File: config.mk
export PLATFORM = sky130hd
export DESIGN_NAME = conv_systolic_param
export DESIGN_NICKNAME = d
export VERILOG_FILES = /design/src/rtl/conv_systolic_param.sv
export SDC_FILE = /design/constraint.sdc
export NUM_CORES = 1
export LEC_CHECK = 0
export CAP_MARGIN = 40
export CORE_ASPECT_RATIO = 1.5
export CORE_MARGIN = 1
export CORE_UTILIZATION = 40
export CTS_BUF_LIST = sky130_fd_sc_hd__clkbuf_4
export DETAILED_ROUTE_END_ITERATION = 10
export SYNTH_ARGS = -nofsm -noshare
export SYNTH_HDL_FRONTEND = slang
export SYNTH_SLANG_ARGS = --single-unit
File: constraint.sdc
create_clock -name clk_in -period 20.7 [get_ports clk_in]
set_input_delay 4.14 -clock clk_in [delete_from_list [all_inputs] [get_ports clk_in]]
set_output_delay 4.14 -clock clk_in [all_outputs]
set_load 0.01 [all_outputs]
File: src/rtl/conv_systolic_param.sv
// Parametrised valid-mode 2-D convolution engine.
// One filter row (K parallel multipliers plus an adder tree) is accumulated per
// clock. Each finished output is held on a valid/ready stream until accepted.
// An optional saturation stage clamps the result to OUT_W bits.
module conv_systolic_param #(
  parameter int unsigned DATA_W = 8,
  parameter int unsigned ACC_W  = 20,
  parameter int unsigned OUT_W  = 8,
  parameter int unsigned IMG_N  = 4,
  parameter int unsigned K      = 3,
  localparam int unsigned M     = IMG_N - K + 1,
  localparam int unsigned RW    = (M > 1) ? $clog2(M) : 1
) (
  input  logic                          clk_in,
  input  logic                          rst,
  input  logic                          start,
  input  logic                          sat_en,
  input  logic [IMG_N*IMG_N*DATA_W-1:0] img_in,
  input  logic [K*K*DATA_W-1:0]         flt_in,
  output logic                          busy,
  output logic                          done,
  output logic                          out_valid,
  input  logic                          out_ready,
  output logic [OUT_W-1:0]              out_data,
  output logic [RW-1:0]                 out_row,
  output logic [RW-1:0]                 out_col
);

  localparam int unsigned KW  = (K > 1) ? $clog2(K) : 1;
  localparam int unsigned IBW = (IMG_N*IMG_N*DATA_W > 1) ? $clog2(IMG_N*IMG_N*DATA_W) : 1;
  localparam int unsigned FBW = (K*K*DATA_W > 1) ? $clog2(K*K*DATA_W) : 1;

  typedef enum logic [1:0] {IDLE, COMPUTE, EMIT} state_t;

  state_t                        state_q, state_d;
  logic [IMG_N*IMG_N*DATA_W-1:0] img_q, img_d;
  logic [K*K*DATA_W-1:0]         flt_q, flt_d;
  logic                          sat_q, sat_d;
  logic [ACC_W-1:0]              acc_q, acc_d;
  logic [RW-1:0]                 row_q, row_d;
  logic [RW-1:0]                 col_q, col_d;
  logic [KW-1:0]                 kr_q, kr_d;
  logic                          done_q, done_d;

  logic [DATA_W-1:0]   pix, wgt;
  logic [2*DATA_W-1:0] prod;
  logic [ACC_W-1:0]    row_sum;
  logic                kr_last, last_pos, sat_hit;

  assign kr_last  = (kr_q == KW'(K - 1));
  assign last_pos = (row_q == RW'(M - 1)) && (col_q == RW'(M - 1));

  // Dot product of image row (row+kr) window with filter row kr
  always_comb begin
    pix     = '0;
    wgt     = '0;
    prod    = '0;
    row_sum = '0;
    for (int unsigned c = 0; c < K; c++) begin
      pix = img_q[IBW'(((32'(row_q) + 32'(kr_q)) * IMG_N + 32'(col_q) + c) * DATA_W) +: DATA_W];
      wgt = flt_q[FBW'((32'(kr_q) * K + c) * DATA_W) +: DATA_W];
      prod = {{DATA_W{1'b0}}, pix} * {{DATA_W{1'b0}}, wgt};
      row_sum = row_sum + ACC_W'(prod);
    end
  end

  // Next-state logic for the IDLE/COMPUTE/EMIT controller and datapath
  always_comb begin
    state_d = state_q;
    img_d   = img_q;
    flt_d   = flt_q;
    sat_d   = sat_q;
    acc_d   = acc_q;
    row_d   = row_q;
    col_d   = col_q;
    kr_d    = kr_q;
    done_d  = 1'b0;
    unique case (state_q)
      IDLE: begin
        if (start) begin
          img_d   = img_in;
          flt_d   = flt_in;
          sat_d   = sat_en;
          acc_d   = '0;
          row_d   = '0;
          col_d   = '0;
          kr_d    = '0;
          state_d = COMPUTE;
        end
      end
      COMPUTE: begin
        acc_d = acc_q + row_sum;
        if (kr_last) begin
          kr_d    = '0;
          state_d = EMIT;
        end else begin
          kr_d = kr_q + KW'(1);
        end
      end
      EMIT: begin
        if (out_ready) begin
          if (last_pos) begin
            state_d = IDLE;
            done_d  = 1'b1;
          end else begin
            if (col_q == RW'(M - 1)) begin
              col_d = '0;
              row_d = row_q + RW'(1);
            end else begin
              col_d = col_q + RW'(1);
            end
            acc_d   = '0;
            kr_d    = '0;
            state_d = COMPUTE;
          end
        end
      end
      default: state_d = IDLE;
    endcase
  end

  // State and datapath registers, cleared asynchronously
  always_ff @(posedge clk_in or negedge rst) begin
    if (!rst) begin
      state_q <= IDLE;
      img_q   <= '0;
      flt_q   <= '0;
      sat_q   <= 1'b0;
      acc_q   <= '0;
      row_q   <= '0;
      col_q   <= '0;
      kr_q    <= '0;
      done_q  <= 1'b0;
    end else begin
      state_q <= state_d;
      img_q   <= img_d;
      flt_q   <= flt_d;
      sat_q   <= sat_d;
      acc_q   <= acc_d;
      row_q   <= row_d;
      col_q   <= col_d;
      kr_q    <= kr_d;
      done_q  <= done_d;
    end
  end

  assign sat_hit   = (acc_q >> OUT_W) != '0;
  assign out_data  = (sat_q && sat_hit) ? '1 : acc_q[OUT_W-1:0];
  assign out_valid = (state_q == EMIT);
  assign out_row   = row_q;
  assign out_col   = col_q;
  assign busy      = (state_q != IDLE);
  assign done      = done_q;

endmodule

# --- Word-level counts from Yosys, hierarchy flattened ---
# Cells that the tools add are included.
totals:
  input_bits: 205
  register_bits: 228
  elab_cells: 78
  output_inout_bits: 13
op_classes:
  mul: 4
  mux: 27
  addsub: 12
  eq_ne: 8
  n_shift: 6
  n_reduce_logical: 12
op_table:
  columns: ["op", "n"]
  rows:
  - ["indexed part select 128 x 8 -> 8 bit", 3]
  - ["indexed part select 72 x 8 -> 8 bit", 3]
  - ["two-way mux 20 bit", 3]
  - ["case mux 20 bit (3 select lines)", 1]
  - ["multiplier 8 x 8 -> 16 bit", 3]
  - ["adder 20 x 18 -> 20 bit", 1]
  - ["nonzero test 20 bit", 1]
  - ["adder 17 x 16 -> 18 bit", 1]
  - ["adder 16 x 16 -> 17 bit", 1]
  - ["two-way mux 2 bit", 7]
  - ["case mux 2 bit (3 select lines)", 2]
  - ["two-way mux 1 bit", 11]
  - ["adder 4 x 1 -> 4 bit, second input constant", 2]
  - ["adder 4 x 2 -> 4 bit, second input constant", 2]
  - ["two-way mux 8 bit", 1]
  - ["AND reduction 4 bit", 2]
  - ["inequality test 2 bit, second input constant", 3]
  - ["AND reduction 5 bit", 1]
  - ["adder 4 x 1 -> 4 bit", 1]
  - ["== test 2 bit, second input constant", 2]
  - ["multiplier 2 x 2 -> 4 bit, second input constant", 1]
  - ["inequality test 2 x 1 -> 1 bit, second input constant", 2]
  - ["case mux 1 bit (2 select lines)", 2]
  - ["nonzero test 2 bit", 2]
  - ["9 further kinds", 11]

# --- Logic depth before layout (Yosys ltp) ---
# Gate-level depths: netlist (run 1).
depth:
  word_depth: 9
  ltp_mapped: 32
  ltp_nobuf: 28

# --- Worst setup path after synthesis (run 1) ---
# Ideal clock, no wire load.
synth_timing:
  kind: "register to register"
  from: "register kr_q[1]"
  to: "register acc_q[16]"
  period_less_slack_ns: 7.458
  slack_ns: 13.242
  setup_ns: 0.069
  path_buffers: 4
  required_time_ns: 20.631
  arrival_time_ns: 7.389
  stages_incl_launch_ff: 30
  cell_sequence: "dfrtp_1 buf_6 buf_2 inv_1 ha_1 buf_4 buf_2 mux4_2 mux2i_1 nor2_1 a21oi_2 nor2_1 fa_1 inv_1 fa_1 fa_1 fa_1 inv_1 fa_1 fa_1 inv_1 fa_1 inv_1 ha_1 nor2_1 o21ai_0 o21ai_2 o32a_1 or4_1 nand3_1"
synth_between:
  elab_chain_cells: 9
  elab_cells_between_ends: 20
  cone_classes: "9 x add/sub; 4 x mul; 6 x shift; 1 x mux"
synth_rtl:
  columns: ["item", "line_no", "source"]
  rows:
  - ["start, declared", "42", "logic [KW-1:0] kr_q, kr_d;"]
  - ["start signal, assigned", "142", "kr_q <= kr_d;"]
  - ["adder 1 x 2 -> 2 bit", "60", "pix = img_q[IBW'(((32'(row_q) + 32'(kr_q)) * IMG_N + 32'(col_q) + c) * DATA_W) +: DATA_W];"]
  - ["adder 4 x 1 -> 4 bit (2 in a row)", "60", null]
  - ["indexed part select 128 x 8 -> 8 bit", "60", null]
  - ["multiplier 8 x 8 -> 16 bit", "62", "prod = {{DATA_W{1'b0}}, pix} * {{DATA_W{1'b0}}, wgt};"]
  - ["adder 16 x 16 -> 17 bit", "63", "row_sum = row_sum + ACC_W'(prod);"]
  - ["adder 17 x 16 -> 18 bit *", "63", null]
  - ["adder 20 x 18 -> 20 bit *", "92", "acc_d = acc_q + row_sum;"]
  - ["case mux 20 bit (3 select lines) *", "78", "unique case (state_q)"]
  - ["end signal, assigned", "129", "acc_q <= '0;"]
  - ["end signal, assigned", "139", "acc_q <= acc_d;"]
  - ["end, declared", "39", "logic [ACC_W-1:0] acc_q, acc_d;"]
# Every way passes the cells marked *; elsewhere a longest branch is shown, timed or not.
# A chain may end at the register's enable or synchronous reset.

# --- Worst setup path after layout (run 1) ---
layout_timing:
  from: "register kr_q[0]"
  to: "register acc_q[16]"
# Same word-level chain as after synthesis.

==> results of run 1 <==
-- synth_stat cells, types with 24 or more instances --
cell,instances
mux4_2,41
ha_1,110
fa_1,177
mux2i_1,90
mux2_2,204
o21ai_0,25
inv_1,267
dfrtp_1,228
nand2b_1,47
nand2_1,56
nor2_1,142
buf_2,24
-- layer usage --
| metal | part of all wire, % | routed length (microns) |
|---|---|---|
| met4 | 4.8 | 2450 |
| met2 | 55 | 27700 |
| met1 | 35 | 17600 |
| met3 | 5.6 | 2830 |
| met5 | 0 | 0 |
-- worst register-to-register path, delay by kind of cell, from the launching register on --
family	cells	cell delay [ns]
buffers and inverters	7	1.51
AND/OR/NAND/NOR	3	0.73
multiplexers	2	1.13
flip-flops	1	0.34
adder cells (fa/ha/maj)	9	4.35
AO/OA/AOI/OAI	4	0.88
-- final timing paths --
kind | cells after the start | endpoint | from
max | 25 | acc_q[16]$_DFFE_PN0P_ | kr_q[0]$_DFFE_PN0P_
min | 1 | img_q[123]$_DFFE_PN0P_ | img_q[123]$_DFFE_PN0P_
max reg2reg | 25 | acc_q[16]$_DFFE_PN0P_ | kr_q[0]$_DFFE_PN0P_
min reg2reg | 1 | img_q[123]$_DFFE_PN0P_ | img_q[123]$_DFFE_PN0P_
max in group asynchronous | 2 | kr_q[0]$_DFFE_PN0P_ | rst
min in group asynchronous | 1 | img_q[13]$_DFFE_PN0P_ | rst
-- logic make-up (layout without fill, tap and decap cells) --
logic type                 Yosys count  count (layout)  share of synthesized area, %
other                                0               1                             0
muxes                              335             335                          22.5
adders and majority gates          287             287                          26.9
DFF                                228             228                          31.2
AOI/OAI and AO/OA                  106             106                          3.75
and+or+nand+nor                    304             304                          7.67
buffers and inverters              329             611                          7.39
xor gates and xnor gates            10              10                         0.581
-- metrics by stage --
stage,area (sq um),std cells,hold slack (ns)
after global routing,21800,2464,0.521
after floorplan,18300,1599,0.463
after global placement,21000,2348,0.490
final,21800,2464,0.505
after detailed placement,21100,2356,0.494
after CTS,21800,2463,0.510
-- state kept, by name, indices dropped and copies added (netlist names) --
signal	count
img_q	128
flt_q	72
acc_q	20
kr_q	2
state_q	2
done	1
out_col	1
out_row	1
sat_q	1
-- area by class of cell --
cell class	instances	area, sq um	share of cell area [%]
Multi-Input combinational cell	1042	11300	51.6
Sequential cell	228	5710	26.2
Timing Repair Buffer	237	2390	11.0
Inverter	267	1000	4.60
Tap cell	582	728	3.34
Clock buffer	80	601	2.75
Clock inverter	27	120	0.551
Antenna cell	1	2.50	0.0115
==> results.toml, run 1 <==
[status]
status = "complete, no violations"

[floorplan]
die_x_microns = 177
die_h_microns = 264
initial_core_util_pct = 40.7
ios = 218
die_area_sq_um = 46600
core_area_sq_um = 44900
num_rows = 95

[grt]
antenna_found_initial = 1
global_route.usage.met2_pct = 41.9
grt-ovfl-total = 0
grtUsageMet3_pct = 4.95
grt_pass1_wl_mm = 79.6
grt_util_all_layers_pct = 22.6
grt_util_met1_pct = 23.6
grt_pass1_vias = 14200
grt_max_degree = 179
grt_busiest_layer = "met2"

[layout]
fillers = 4185
final_cell_mix = "inv_1, dfrtp_1, clkdlybuf4s50_1"
drive_gt1_share_pct = 19.9
final_nets = 2327
post-route-util_pct = 48.5
syn_to_final_growth_pct = 19.2
final_common_cell = "inv_1"

[route]
drcViolationCount = 0
ant_nets = 0
wl_mm = 50.6
vias_per_cell = 5.15
dr.first_iter.drc_count = 598
wl_per_cell_microns = 20.5
num_vias = 12700
drt_first_pass_iters = 5

[clock_tree]
cts_buffers = 59
path_clk_slew_ns = 0.07
cts_setup_buffers = 0
clk_latency_ns = 0.75
cts_sinks = 228
clk_path_buf_depth = 3
htreeDepth = 2
cts_tree = "yes"
cts_hold_buf = 0
clock-root-buffer = "clkbuf_4"
ctsResizeCount = 0

[job]
cap_violations = 0

[worst_setup_path]
cp_data_arrival_time_ns = 9.67
crit_top_cell = "fa_1"
cp.buffers_inverters = 7
critPathKind = "reg -> reg"
critPathSlowestCell = "buf_4"
required_ns = 21.39
critical_path.top_delay_family = "adder cells"
end_kind = "flop"
rrSetupSlack_ns = 11.72
setup.worst_path.start_class = "flop"
crit_fanout = 49
slowest_delay_ns = 0.72

[timing]
drv_slew = 0
fmax_mhz = 111
fin_skew_ns = 0.0416
tns_ns = 0
setup_ws_ns = 11.72
fin_crit_sh_pct = 43.4
rsz0062_at_grt = "false"
max_slew_margin_pct = 18.3
setup_violations = 0
tightest_slew_ns = 1.23
fin_crit_ns = 8.98
hold_violations = 0

[yosys]
synth.distinct_cells = 52
ys_warn_count = 0
synth_area_leaders = "dfrtp_1, fa_1, mux2_2, ha_1, inv_1"
synth_top_area_share_pct = 31.2
ys_ff_latch = 228
ys_async_sr_fraction_pct = 100
synth.avg_cell_area_sq_um = 11.4
synth_edf_count = 0
syn_inst = 1599
synth-main-ff-cell = "dfrtp_1"
ys_seq_area_share_pct = 31.2
syn-num-nets = 2091
synth.cell_area_sq_um = 18300
synth_top_cell_by_area = "dfrtp_1"

[placement]
dp_hpwl_mm = 40.9
preCtsSetupSlack_ns = 11.73
gp_congestion = 0.958
io_buffers = 217

[min_path]
min_path_type = "reg -> reg"
Power of run 1 is left out: the tool's default activity adds up to more than one toggle a clock period on the data nets, which glitch-free logic cannot reach.
==> run 2, diff against run 1 <==
- clock period: 20.7 -> 7.4 ns (I/O delays scaled with it)
==> run 2 against run 1 <==
Register-to-register slack worse by 12 ns. First-iteration DRC count down 4.8%. Critical path depth down 1. Core utilization up 3.6 points. Via count up 4.2%. Largest cell class unchanged. Highest routed layer unchanged.
==> results.toml, run 2 (synthesis gave the netlist of run 1 again) <==
[layout]
max_flop_register = "img_q"
fin_cells = 2614
fillers = 4074
syn_to_final_growth_pct = 28.1
drive_gt1_share_pct = 29.3
top_regs = "img_q (128), flt_q (72), acc_q (20)"
final_nets = 2492
final_common_cell = "inv_1"
largest_register_ffs = 128
final_cell_mix = "inv_1, dfrtp_1, clkdlybuf4s50_1"

[worst_setup_path]
cp-startpoint = "kr_q[0]$_DFFE_PN0P_"
end_kind = "flop"
r2r_cells = 24
r2r-end = "acc_q[19]$_DFFE_PN0P_"
crit_fanout = 6
cp_data_arrival_time_ns = 8.06
critPathKind = "reg -> reg"
r2r-start = "kr_q[0]$_DFFE_PN0P_"
required_ns = 8.09
rrSetupSlack_ns = 0.03
setup.worst_path.start_class = "flop"
endpoint = "acc_q[19]$_DFFE_PN0P_"

[timing]
drv_slew = 0
tightest_slew_ns = 1.03
fin_skew_ns = 0.0822
fin_crit_sh_pct = 99.6
setup_violations = 0
fin_crit_ns = 7.37
setup_ws_ns = 0.0294
hold_violations = 0
fmax_mhz = 136
rsz0062_at_grt = "true"
max_slew_margin_pct = 31.6

[clock_tree]
clk_latency_ns = 0.76
clk_path_buf_depth = 3
clock-root-buffer = "clkbuf_4"
path_clk_slew_ns = 0.06
cts_buffers = 59
cts_tree = "yes"
cts_sinks = 228
htreeDepth = 2

[floorplan]
core_area_sq_um = 44900
die_x_microns = 177
ios = 218
die_area_sq_um = 46600
initial_core_util_pct = 40.7
die_h_microns = 264
num_rows = 95

[route]
ant_nets = 0
wl_met1_mm = 19.4
num_vias = 13200
drcViolationCount = 0
drt_first_pass_iters = 5
dr.first_iter.drc_count = 569
met3_length_mm = 2.08
vias_per_cell = 5.06
wl_mm = 54.1
topRoutingLayerUsed = "met4"
routed-wl-met2_mm = 30.6
wl_per_cell_microns = 20.7

[grt]
grt_pass1_vias = 14800
antenna_found_initial = 1
grt-ovfl-total = 0
grt_pass1_wl_mm = 83.9
grt_max_degree = 172
grt_util_all_layers_pct = 23.9

[status]
status = "complete, no violations"

[min_path]
min_path_type = "reg -> reg"

[placement]
io_buffers = 217
gp_congestion = 0.928
dp_hpwl_mm = 44.5
preCtsSetupSlack_ns = -0.265
place_inst = 2502

[job]
cap_violations = 0
## run 2: cell count changes in the layout (fill, tap and decap cells not counted), moves of 8 or more
cell      previous run  this run
buf_6                1        10
mux2i_1             90        78
buf_12               1        10
mux2i_2              0         8
buf_4               15       163
clkinv_1            20         7
## run 2: final cells by class
class / count / area, sq um / area share [%]
clock inverters: 12 / 57.6 / 0.246
well taps: 582 / 728 / 3.11
diodes: 2 / 5.00 / 0.0213
clock buffers: 79 / 593 / 2.53
repair buffers: 402 / 3750 / 16.0
multi-input cells: 1042 / 11600 / 49.5
inverters: 267 / 1000 / 4.28
flip-flops and latches: 228 / 5710 / 24.3
## run 2: metal layers
metal / vias up / global-route usage (%)
met4: 0 / 9.30
met3: 104 / 3.44
met1: 6735 / 25.7
met5: - / 0
li1: 6078 / -
met2: 297 / 45.9
## run 2: how the worst min path moves through the flow
stage                                from                     to  depth (start not counted)  slack [ns]
global placement    img_q[48]$_DFFE_PN0P_  img_q[48]$_DFFE_PN0P_                          1        0.49
detailed placement  flt_q[65]$_DFFE_PN0P_  flt_q[65]$_DFFE_PN0P_                          1        0.49
CTS                 img_q[72]$_DFFE_PN0P_  img_q[72]$_DFFE_PN0P_                          1        0.51
finish              img_q[27]$_DFFE_PN0P_  img_q[27]$_DFFE_PN0P_                          1        0.50
global route         img_q[8]$_DFFE_PN0P_   img_q[8]$_DFFE_PN0P_                          1        0.52
floorplan            acc_q[5]$_DFFE_PN0P_   acc_q[5]$_DFFE_PN0P_                          2        0.46
## run 2: critical path: stages, from the launching register on
cell and delay (ns):
dfrtp_2 0.45, ha_4 0.32, buf_6 0.15, clkbuf_16 0.16, mux2i_4 0.21, mux4_2 0.61, nand2b_4 0.19, fa_1 0.54
inv_1 0.08, fa_1 0.57, fa_1 0.45, fa_1 0.57, fa_1 0.45, fa_1 0.49, inv_1 0.05, fa_1 0.47
inv_1 0.06, ha_4 0.29, nand2_2 0.08, nor3_2 0.22, buf_4 0.14, a2111o_1 0.15, a21oi_1 0.10, or4_4 0.43
a21oi_2 0.14
## run 2: per-stage QoR
| stage | hold slack (ns) | TNS, ns | util (%) | area, sq um |
|---|---|---|---|---|
| after global placement | 0.490 | -0.761 | 49.4 | 22200 |
| after global routing | 0.523 | -0.980 | 52.2 | 23400 |
| after detailed placement | 0.495 | -0.965 | 49.5 | 22200 |
| after CTS | 0.509 | 0 | 51.1 | 23000 |
| after floorplan | 0.463 | 0 | - | 18300 |
| final | 0.504 | 0 | 52.2 | 23400 |
## run 2: what timing repair did
action                     4_1_cts  5_1_grt
gates cloned                     0        1
resized for setup               14       74
buffers inserted                 4       14
setup endpoints to repair        8       11
hold buffers                     0        0
pin swaps                        2       14
Power of run 2 is left out for the same reason.
